<file path="config.mk">
export PLATFORM = sky130hd
export DESIGN_NAME = led_multicolor_ctrl
export DESIGN_NICKNAME = d
export VERILOG_FILES = /design/src/rtl/led_multicolor_ctrl_pkg.sv /design/src/rtl/led_multicolor_ctrl_key_debounce.sv /design/src/rtl/led_multicolor_ctrl.sv
export SDC_FILE = /design/constraint.sdc
export NUM_CORES = 1
export LEC_CHECK = 0
export CORE_MARGIN = 5
export CORE_UTILIZATION = 40
export DETAILED_ROUTE_END_ITERATION = 10
export PLACE_DENSITY_LB_ADDON = 0.1
export SLEW_MARGIN = 40
export SYNTH_ARGS = -nofsm -noshare
export SYNTH_HDL_FRONTEND = slang
export SYNTH_SLANG_ARGS = --single-unit
</file>
<file path="constraint.sdc">
create_clock -name clk -period 2 [get_ports clk]
set_input_delay 0.4 -clock clk [delete_from_list [all_inputs] [get_ports clk]]
set_output_delay 0.4 -clock clk [all_outputs]
set_load 0.01 [all_outputs]
</file>
<file path="src/rtl/led_multicolor_ctrl_pkg.sv">
// ---------------------------------------------------------------------------
// led_pkg
//   Shared definitions for the multicolour LED controller.
//   - mode_t     : display mode encoding, also driven out on the mode port
//   - DIR_UP/DN  : chase direction (up = toward the MSB)
//   - next_mode  : OFF -> STEADY -> BLINK -> CHASE -> OFF sequencing
// ---------------------------------------------------------------------------
package led_pkg;

  typedef enum logic [1:0] {
    MODE_OFF    = 2'd0,
    MODE_STEADY = 2'd1,
    MODE_BLINK  = 2'd2,
    MODE_CHASE  = 2'd3
  } mode_t;

  localparam logic DIR_UP = 1'b0;
  localparam logic DIR_DN = 1'b1;

  // Mode sequence advanced by each accepted k1 press; wraps back to OFF.
  function automatic mode_t next_mode(input mode_t m);
    mode_t r;
    case (m)
      MODE_OFF:    r = MODE_STEADY;
      MODE_STEADY: r = MODE_BLINK;
      MODE_BLINK:  r = MODE_CHASE;
      MODE_CHASE:  r = MODE_OFF;
      default:     r = MODE_OFF;
    endcase
    return r;
  endfunction

endpackage

</file>
<file path="src/rtl/led_multicolor_ctrl_key_debounce.sv">
// ---------------------------------------------------------------------------
// key_debounce
//   Brings one raw, asynchronous, active-high key into the clk domain and
//   filters contact bounce.
//   Path: 2-flop synchroniser -> debouncer. A new level is accepted only
//   after the synchronised key has differed from the accepted level for T0
//   consecutive clocks; any return to the accepted level restarts the count,
//   so glitches shorter than T0 clocks are ignored.
// Ports
//   clk      in   system clock
//   rst      in   synchronous active-high reset
//   key_raw  in   raw key level (asynchronous)
//   level    out  debounced key level
//   press    out  one-cycle pulse on an accepted rising level
// ---------------------------------------------------------------------------
module key_debounce #(
  parameter int T0 = 3
) (
  input  logic clk,
  input  logic rst,
  input  logic key_raw,
  output logic level,
  output logic press
);

  // Counter only needs to reach T0-1.
  localparam int CW = (T0 > 1) ? $clog2(T0) : 1;
  localparam logic [CW-1:0] CNT_LAST = CW'(T0 - 1);

  logic          sync1_reg;
  logic          sync2_reg;
  logic          db_reg;
  logic          db_q_reg;
  logic [CW-1:0] cnt_reg;

  always_ff @(posedge clk) begin
    if (rst) begin
      sync1_reg <= 1'b0;
      sync2_reg <= 1'b0;
      db_reg    <= 1'b0;
      db_q_reg  <= 1'b0;
      cnt_reg   <= '0;
    end else begin
      sync1_reg <= key_raw;
      sync2_reg <= sync1_reg;
      db_q_reg  <= db_reg;
      if (sync2_reg != db_reg) begin
        // The T0-th consecutive differing clock flips the accepted level.
        if (cnt_reg == CNT_LAST) begin
          db_reg  <= sync2_reg;
          cnt_reg <= '0;
        end else begin
          cnt_reg <= cnt_reg + 1'b1;
        end
      end else begin
        cnt_reg <= '0;
      end
    end
  end

  assign level = db_reg;
  // db_q_reg is cleared together with db_reg, so reset never yields a pulse.
  assign press = db_reg & ~db_q_reg;

endmodule

</file>
<file path="src/rtl/led_multicolor_ctrl.sv">
// ---------------------------------------------------------------------------
// led_multicolor_ctrl
//   Two-key LED bank controller with PWM dimming and steady / blink / chase
//   patterns.
//   k1 press : advance mode OFF -> STEADY -> BLINK -> CHASE -> OFF.
//   k2 press : in CHASE reverse chase direction, otherwise step the duty
//              (wrapping from full brightness to dark). A k2 press in the
//              same cycle as a k1 press is discarded.
// Parameters
//   NLED   LED bank width (>=2)
//   T0     debounce length in clocks (>=1)
//   T1     pattern tick period in clocks (>=2)
//   PWM_W  PWM / brightness resolution in bits
// Ports
//   clk   in   system clock
//   rst   in   synchronous active-high reset
//   k1    in   raw mode key (asynchronous)
//   k2    in   raw brightness / direction key (asynchronous)
//   led   out  registered LED drive, 1 = lit
//   mode  out  current mode (0 OFF, 1 STEADY, 2 BLINK, 3 CHASE)
// ---------------------------------------------------------------------------
module led_multicolor_ctrl
  import led_pkg::*;
#(
  parameter int NLED  = 4,
  parameter int T0    = 3,
  parameter int T1    = 10,
  parameter int PWM_W = 4
) (
  input  logic            clk,
  input  logic            rst,
  input  logic            k1,
  input  logic            k2,
  output logic [NLED-1:0] led,
  output logic [1:0]      mode
);

  localparam int              TCW       = $clog2(T1);
  localparam logic [TCW-1:0]  TICK_LAST = TCW'(T1 - 1);
  localparam logic [PWM_W-1:0] DUTY_MAX = '1;
  localparam logic [NLED-1:0] POS_INIT  = NLED'(1);

  // -------------------------------------------------------------------------
  // Key conditioning: index 0 is k1, index 1 is k2.
  // -------------------------------------------------------------------------
  logic [1:0] key_raw;
  logic [1:0] key_press;
  // Only the press pulses drive the control logic; levels stay unused here.
  logic [1:0] key_level_unused;

  assign key_raw = {k2, k1};

  generate
    for (genvar gi = 0; gi < 2; gi++) begin : g_key
      key_debounce #(
        .T0(T0)
      ) u_key_debounce (
        .clk    (clk),
        .rst    (rst),
        .key_raw(key_raw[gi]),
        .level  (key_level_unused[gi]),
        .press  (key_press[gi])
      );
    end
  endgenerate

  // -------------------------------------------------------------------------
  // State
  // -------------------------------------------------------------------------
  mode_t            mode_reg;
  logic [PWM_W-1:0] duty_reg;
  logic             dir_reg;
  logic [NLED-1:0]  pos_reg;
  logic             phase_reg;
  logic [TCW-1:0]   tick_cnt_reg;
  logic [PWM_W-1:0] pwm_cnt_reg;
  logic [NLED-1:0]  led_reg;

  // -------------------------------------------------------------------------
  // Next-state decode
  // -------------------------------------------------------------------------
  logic             mode_adv;
  logic             k2_act;
  logic             tick;
  logic             pwm_on;
  logic             dir_next;
  logic [PWM_W-1:0] duty_next;
  logic [NLED-1:0]  pos_next;
  logic [NLED-1:0]  pwm_mask;
  logic [NLED-1:0]  led_next;

  assign mode_adv = key_press[0];
  // k1 wins a simultaneous press; the k2 press is simply lost.
  assign k2_act   = key_press[1] & ~key_press[0];
  assign tick     = (tick_cnt_reg == TICK_LAST);
  // Full duty is forced on because pwm_cnt never exceeds MAX.
  assign pwm_on   = (duty_reg == DUTY_MAX) || (pwm_cnt_reg < duty_reg);
  assign pwm_mask = {NLED{pwm_on}};

  always_comb begin
    dir_next  = dir_reg;
    duty_next = duty_reg;
    if (k2_act) begin
      if (mode_reg == MODE_CHASE) begin
        dir_next = ~dir_reg;
      end else begin
        duty_next = duty_reg + 1'b1;
      end
    end
  end

  // The rotation follows dir_next so a reversal on a tick cycle takes
  // effect on that same step.
  always_comb begin
    pos_next = pos_reg;
    if (dir_next == DIR_UP) begin
      pos_next = {pos_reg[NLED-2:0], pos_reg[NLED-1]};
    end else begin
      pos_next = {pos_reg[0], pos_reg[NLED-1:1]};
    end
  end

  always_comb begin
    led_next = '0;
    case (mode_reg)
      MODE_OFF:    led_next = '0;
      MODE_STEADY: led_next = pwm_mask;
      MODE_BLINK:  led_next = phase_reg ? pwm_mask : '0;
      MODE_CHASE:  led_next = pos_reg & pwm_mask;
      default:     led_next = '0;
    endcase
  end

  // -------------------------------------------------------------------------
  // Mode FSM, pattern timing and output register
  // -------------------------------------------------------------------------
  always_ff @(posedge clk) begin
    if (rst) begin
      mode_reg     <= MODE_OFF;
      duty_reg     <= DUTY_MAX;
      dir_reg      <= DIR_UP;
      pos_reg      <= POS_INIT;
      phase_reg    <= 1'b1;
      tick_cnt_reg <= '0;
      pwm_cnt_reg  <= '0;
      led_reg      <= '0;
    end else begin
      pwm_cnt_reg <= pwm_cnt_reg + 1'b1;
      led_reg     <= led_next;
      duty_reg    <= duty_next;
      dir_reg     <= dir_next;
      if (mode_adv) begin
        // Every mode starts its pattern from a clean tick boundary.
        mode_reg     <= next_mode(mode_reg);
        tick_cnt_reg <= '0;
        phase_reg    <= 1'b1;
        pos_reg      <= POS_INIT;
      end else begin
        if (tick) begin
          tick_cnt_reg <= '0;
          phase_reg    <= ~phase_reg;
          pos_reg      <= pos_next;
        end else begin
          tick_cnt_reg <= tick_cnt_reg + 1'b1;
        end
      end
    end
  end

  assign led  = led_reg;
  assign mode = mode_reg;

endmodule

</file>
==> metrics.csv <==
stage,metric,value,unit
run_status,status,finished clean,
setup_path,worst_ep_required_time,2.17,ns
drt,drtIter0Drc,32,
setup_path,ff2ff_path_depth,5,
placed_design,gp_congestion,0.7667,
synthesis,synth_cells,149,
drt,via_per_inst,4.574,
min_path,min_path_type,reg -> reg,
power_and_ir_drop,power_leakage,0.7380,nW
synthesis,yosysTopAreaCellShare,0.4898,
clock_network,cts_num_sinks,36,
die,die_height,70.65,um
clock_network,clk_latency,0.28,ns
sta,worst_slew_margin_rel,0.6550,
layout,areaGrowthSynthToFinish,18.03,%
die,core_area,3606,um2
drt,first_pass_iters,4,
die,num_rows,22,
power_and_ir_drop,power_density,750.6,nW/um2
synthesis,yosysUniqueCellTypes,27,
setup_path,critPathLaunchType,flip-flop,
layout,final_area,1737,um2
sta,worstMarginPinSlew,0.5121,ns
clock_network,ctsResizeCount,0,
placed_design,place_hpwl,1.817,mm
grt,antenna_found_initial,0,
drt,wl_per_cell,10.96,um
clock_network,clk_path_buf_depth,2,
clock_network,clkTransAtPathRegs,0.07,ns
grt,grt_usage,0.1048,
min_path,whs_endpoint,g_key[0].u_key_debounce.cnt_reg[0],
die,die_w,70.65,um
layout,antenna_cells,0,
synthesis,synth_area_leaders,"dfxtp_1 49%, ha_1 11%, nor2_1 6.1%",
drt,ant_nets,0,
setup_path,reg2reg_to,pos_reg[0],
setup_path,cp_max_fo,6,
clock_network,cts_tree,built,
clock_network,cts_made_buffers,5,
placed_design,placed_cell_area,1647,um2
sta,slew_violations,0,
sta,fin_crit,1.822,ns
layout,fin_util,0.4816,
sta,finalHoldViolCount,0,
synthesis,synth.largest_area_cell,dfxtp_1,
setup_path,cp.arrival,1.99,ns
synthesis,synth_area,1471,um2
clock_network,ctsHtreeMaxLevel,2,
layout,drive_gt1_frac,0.08333,
clock_network,cts_setup_buffers,0,
layout,fin_nets,184,
drt,dr_total_vias,988,
sta,fin_crit_sh,0.9110,
setup_path,path_class,reg -> reg,
sta,fmax,0.5489,GHz
grt,grt_max_degree,18,
job,max-cap-violations,0,
min_path,hold_depth,1,
grt,grt_first_pass_wirelength,4.077,mm
drt,drc,0,
sta,finClkSkew,0.004494,ns
grt,grt_pass1_vias,950,
synthesis,yosysSeqAreaShare,0.4898,
sta,setup_viol,0,
clock_network,clockRootBuffer,clkbuf_8,
placed_design,port-buffer-count,9,
setup_path,endpoint_kind,flip-flop,
sta,setup_tns,0,ns
die,dieArea,4991,um2
grt,grt_overflow,0,
die,start_util,0.4080,
synthesis,ys_seq_elements,36,
synthesis,synth_fp_nets,166,
synthesis,syn_area_per_cell,9.875,um2
sta,rsz0062_at_grt,false,
power_and_ir_drop,peakVddDrop,0.4287,mV
min_path,min_from,g_key[0].u_key_debounce.cnt_reg[0],
setup_path,timing.rr.start,mode[0],
clock_network,ctsHoldBuffers,0,
setup_path,rrSetupSlack,0.18,ns
drt,totalWireLength,2.368,mm
die,num_io_pins,10,
synthesis,synth-warning-count,0,
==> layout by cell type, fill, tap and decap left out, types with 3 or more instances in the layout <==
master and count:
xnor2_1 7, o21ai_0 6, a21oi_1 7, mux2i_1 5, dfxtp_1 36, buf_4 5, ha_1 13, inv_1 9
clkbuf_8 6, nand3_1 3, clkdlybuf4s50_1 9, nor2_1 24, nor2b_1 8, nand2_1 8, nand2b_1 3
==> routing by layer <==
metal | routed length (um) | vias up | GRT usage
met5 | 0 | - | 0
met4 | 50 | 0 | 0.06263
met3 | 88 | 5 | 0.02983
met2 | 1079 | 12 | 0.1622
met1 | 1150 | 445 | 0.1294
li1 | - | 526 | -
==> critical path, stage by stage (launching register included) <==
cell,delay [ns]
dfxtp_1,0.41
ha_1,0.30
nor4bb_4,0.28
xnor2_2,0.21
mux2_1,0.35
o22a_1,0.16
==> area by class of cell <==
cell class                      count  area [um2]
Multi-Input combinational cell    101       704.4
Inverter                            9       33.78
Fill cell                         341        1869
Sequential cell                    36       720.7
Clock buffer                        8       90.09
Timing Repair Buffer               14       127.6
Tap cell                           48       60.06
==> cells in the mapped netlist (all sizes together) <==
cell,number
dfxtp,36
nor2,24
ha,13
inv,9
nand2,8
nor2b,8
xnor2,8
a21oi,7
o21ai,6
mux2i,5
nand2b,3
nand3,3
a211oi,2
a21o,2
clkbuf,2
or3,2
xor2,2
and3,1
buf,1
mux2,1
nand4,1
nor3,1
nor4b,1
nor4bb,1
o211ai,1
o22a,1
==> logic make-up (layout without fill, tap and decap cells) <==
logic type | Yosys count | count (layout) | share of synthesized area
flip-flops | 36 | 36 | 0.4898
buffers and inverters | 12 | 31 | 0.03146
AND/OR/NAND/NOR | 53 | 53 | 0.1862
multiplexers | 6 | 6 | 0.04167
AO/OA/AOI/OAI | 19 | 19 | 0.07568
XOR/XNOR | 10 | 10 | 0.06463
adder cells (fa/ha/maj) | 13 | 13 | 0.1105
==> how the worst max path moves through the flow <==
stage | start | endpoint | slack, ns | cells past startpoint
finish | mode[0] | pos_reg[0] | 0.18 | 5
global route | mode[0] | pos_reg[0] | 0.07 | 5
CTS | mode[0] | pos_reg[0] | 0.16 | 5
detailed placement | mode[0] | pos_reg[0] | 0.20 | 5
global placement | mode[0] | pos_reg[0] | 0.21 | 5
floorplan | mode[0] | pos_reg[0] | 0.25 | 5
==> power breakdown <==
group,switching (mW),total (mW),internal [mW]
logic,0.0234,0.0509,0.0275
clock network,0.227,0.508,0.281
registers,0.0121,0.745,0.733
total,0.262,1.30,1.04
==> stage by stage <==
stage	power, mW	hold WS [ns]	setup WS [ns]	instances
4_1_cts	1.325	0.4129	0.1562	216
2_1_floorplan	0.7915	0.3912	0.2490	149
5_1_grt	1.363	0.4284	0.07315	216
6_report	1.304	0.4088	0.1780	216
3_5_place_dp	0.8134	0.4031	0.1990	208
3_3_place_gp	0.8097	0.3978	0.2129	208
(Power assumes the default switching activity.)
==> patch 1 (same settings) <==
Set the parameter `NLED` to 8 (it was 4).
--- a/src/rtl/led_multicolor_ctrl.sv
+++ b/src/rtl/led_multicolor_ctrl.sv
@@ -24,3 +24,3 @@
 #(
-  parameter int NLED  = 4,
+  parameter int NLED  = 8,
   parameter int T0    = 3,
Interface: changed (resized led); port bits go from 10 to 14. No check against the original RTL was run, so the function may have changed too.
==> patch 1 against the unedited design <==
Critical path depth unchanged. Critical endpoint unchanged. Fmax increased by 1.9%. Area after synthesis grew 21%. Routed wire length is 27% higher. Sequential share of layout area increased by 0.91 points. Sequential cell count rose by 8. Design area is 20% higher. Power rose by 17%. Worst setup slack better by 0.034 ns. Largest cell class unchanged.
==> patch 1: results <==
[status]
status = complete, no violations

[grt]
grt_max_degree = 20
grt_pass1_wl_um = 5320
grt_pass1_vias = 1179
track_usage_pct = 11.0

[cells_and_area]
nNetsFinal = 216
drive_above_1_share_pct = 9.00
fillers = 408
final_cells = 252

[place]
place_ws_ns = 0.220
place_inst = 244
gp_congestion = 0.758
portBuffers = 13

[pwr]
vdd_ir_drop_max_mv = 0.414
p_leak_uw = 0.000878

[detailed_routing]
avgViaCountPerCell = 4.74
initialDrtViolationCount = 59
drt_wl_total_um = 3010

[worst_setup_path]
worstPathArrival_ns = 1.97
r2r_setup_slack_ns = 0.21
crit_fanout = 9

[logic_synthesis]
synth.area.top_cells = dfxtp_1, ha_1, nor2_1, mux2i_1, xnor2_1
syn_nets = 195
synth.avg_cell_area_um2 = 9.97
seq_area_frac_synth_pct = 49.6

[timing]
worst-slew-pin-transition_ns = 0.555
==> patch 1: cell types whose count changed after synthesis, sizes merged <==
| cell | unedited run | this run |
|---|---|---|
| nand2b | 3 | 2 |
| dfxtp | 36 | 44 |
| o21ai | 6 | 9 |
| nand2 | 8 | 13 |
| a21oi | 7 | 11 |
| mux2i | 5 | 9 |
| clkbuf | 2 | 3 |
| o21bai | 0 | 1 |
| nor2 | 24 | 28 |
==> patch 1: cells by family after synthesis <==
kind of cell,share of synthesized area (%)
and+or+nand+nor,17.4
DFF,49.6
AOI/OAI and AO/OA,8.67
buffers and inverters,3.17
adders and majority gates,9.17
xor gates and xnor gates,5.99
muxes,5.92
==> patch 1: power by group <==
part	internal [µW]	switching [µW]
combinational	27.3	24.2
clock	276	294
sequential	891	12.0
total	1190	330
==> patch 1: cell type report <==
class	count	area, µm²	share of cell area (%)
Tap cell	52	65.1	3.13
Clock inverter	2	10.0	0.482
Timing Repair Buffer	18	168	8.07
Multi-Input combinational cell	121	837	40.3
Clock buffer	6	82.6	3.98
Inverter	9	33.8	1.63
Sequential cell	44	881	42.4
==> patch 1: metrics by stage <==
step | hold slack [ns] | total power (µW)
floorplan | 0.391 | 955
global placement | 0.398 | 973
detailed placement | 0.412 | 977
CTS | 0.423 | 1550
global route | 0.447 | 1590
finish | 0.416 | 1520
==> patch 1: worst max-delay path by stage <==
stage | start | endpoint | slack, ns | depth (start not counted)
floorplan | mode[0] | pos_reg[0] | 0.10 | 6
global placement | mode[0] | pos_reg[0] | 0.30 | 5
detailed placement | mode[0] | pos_reg[0] | 0.22 | 5
CTS | mode[0] | pos_reg[0] | 0.19 | 5
global route | mode[0] | pos_reg[0] | 0.11 | 5
finish | mode[0] | pos_reg[0] | 0.21 | 5
==> patch 1: per-layer routing <==
layer | up-vias | GRT usage (%) | share of wire [%]
met4 | 0 | 3.67 | 1.3
met1 | 539 | 14.4 | 51
li1 | 631 | - | -
met3 | 5 | 3.43 | 3.6
met2 | 20 | 17.2 | 44
met5 | - | 0 | 0
==> patch 1: critical path, delay by kind of cell (launching register included) <==
family,cells,cell delay (ns)
xor+xnor,1,0.25
flops,1,0.42
compound gates,1,0.15
mux,1,0.34
simple gates,1,0.31
fa+ha+maj,1,0.21
==> patch 2 (same settings) <==
Without the edit above. Register the inputs `k1` and `k2` before use, without a reset. The logic sees them one clock later. Comments in the files are not updated.
--- a/src/rtl/led_multicolor_ctrl.sv
+++ b/src/rtl/led_multicolor_ctrl.sv
@@ -42,2 +42,10 @@
 
+  logic k1_q;
+  logic k2_q;
+
+  always_ff @(posedge clk) begin
+    k1_q <= k1;
+    k2_q <= k2;
+  end
+
   // -------------------------------------------------------------------------
@@ -50,3 +58,3 @@
 
-  assign key_raw = {k2, k1};
+  assign key_raw = {k2_q, k1_q};
 
Formal check against the unedited RTL: not equivalent (a bounded check fails within 10 cycles, from zero or initial values and one cycle with rst high).
==> patch 2 against the unedited design <==
Power is 9.7% higher. Area after synthesis rose by 2.7%. Die area grew 2.3%. Worst hold slack barely moved. Critical path depth is the same. Sequential cell count is 2 higher. Worst setup slack got worse by 0.011 ns. Design area grew 3.5%. Routed wire length fell by 0.80%.
==> patch 2: results <==
[cells_and_area]
nNetsFinal = 186
seq_area_um2 = 761
buffer_area_share_pct = 7.10
drive_above_1_share_pct = 9.41
final_cells = 218
clock_cell_area_share_pct = 6.13
seq_cells = 38

[logic_synthesis]
synth.avg_cell_area_um2 = 10.0
syn_nets = 168
ys_top_cells_by_count = dfxtp_1, nor2_1, ha_1

[place]
gp_congestion = 0.701
place_ws_ns = 0.154
place_inst = 210
post_dp_cell_area_mm2 = 0.00169
hpwl_um = 1810

[grt]
met2_usage_pct = 17.3
grt_pass1_vias = 999
grt_pass1_wl_um = 4370
grt_use_met3_pct = 4.91
grt_max_degree = 13
track_usage_pct = 11.0
grtUsageMet1_pct = 12.9

[timing]
relSlewSlack_pct = 66.8
clock_skew_ns = 0.00450
post-route-period-util_pct = 91.7

[detailed_routing]
wl_met1_um = 1130
dr_wl_met2_um = 1070
drt_wl_total_um = 2350
avgViaCountPerCell = 4.62

[status]
status = complete, no violations

[floorplan]
dieWidth_um = 71.5

[worst_setup_path]
worstPathArrival_ns = 2.01

[pwr]
vdd_ir_drop_max_mv = 0.326
## patch 2: changes by cell type after synthesis, sizes merged
cell   unedited run  this run
dfxtp            36        38
## patch 2: worst paths after layout
kind | cells after the start | end | startpoint
hold / removal | 1 | g_key[0].u_key_debounce.cnt_reg[0] | g_key[0].u_key_debounce.cnt_reg[0]
setup / recovery | 5 | pos_reg[0] | mode[1]
setup reg to reg | 5 | pos_reg[0] | mode[1]
hold reg to reg | 1 | g_key[0].u_key_debounce.cnt_reg[0] | g_key[0].u_key_debounce.cnt_reg[0]
## patch 2: worst max-delay path: cells and delay by family, from the launching register on
kind | cells | cell delay (ns)
AO/OA/AOI/OAI | 1 | 0.15
flip-flops | 1 | 0.40
XOR/XNOR | 1 | 0.22
adder cells (fa/ha/maj) | 1 | 0.30
multiplexers | 1 | 0.36
AND/OR/NAND/NOR | 1 | 0.28
## patch 2: report_power, final
part | switching, µW | internal, µW
clock network | 245 | 348
logic | 23.0 | 27.0
registers | 12.4 | 775
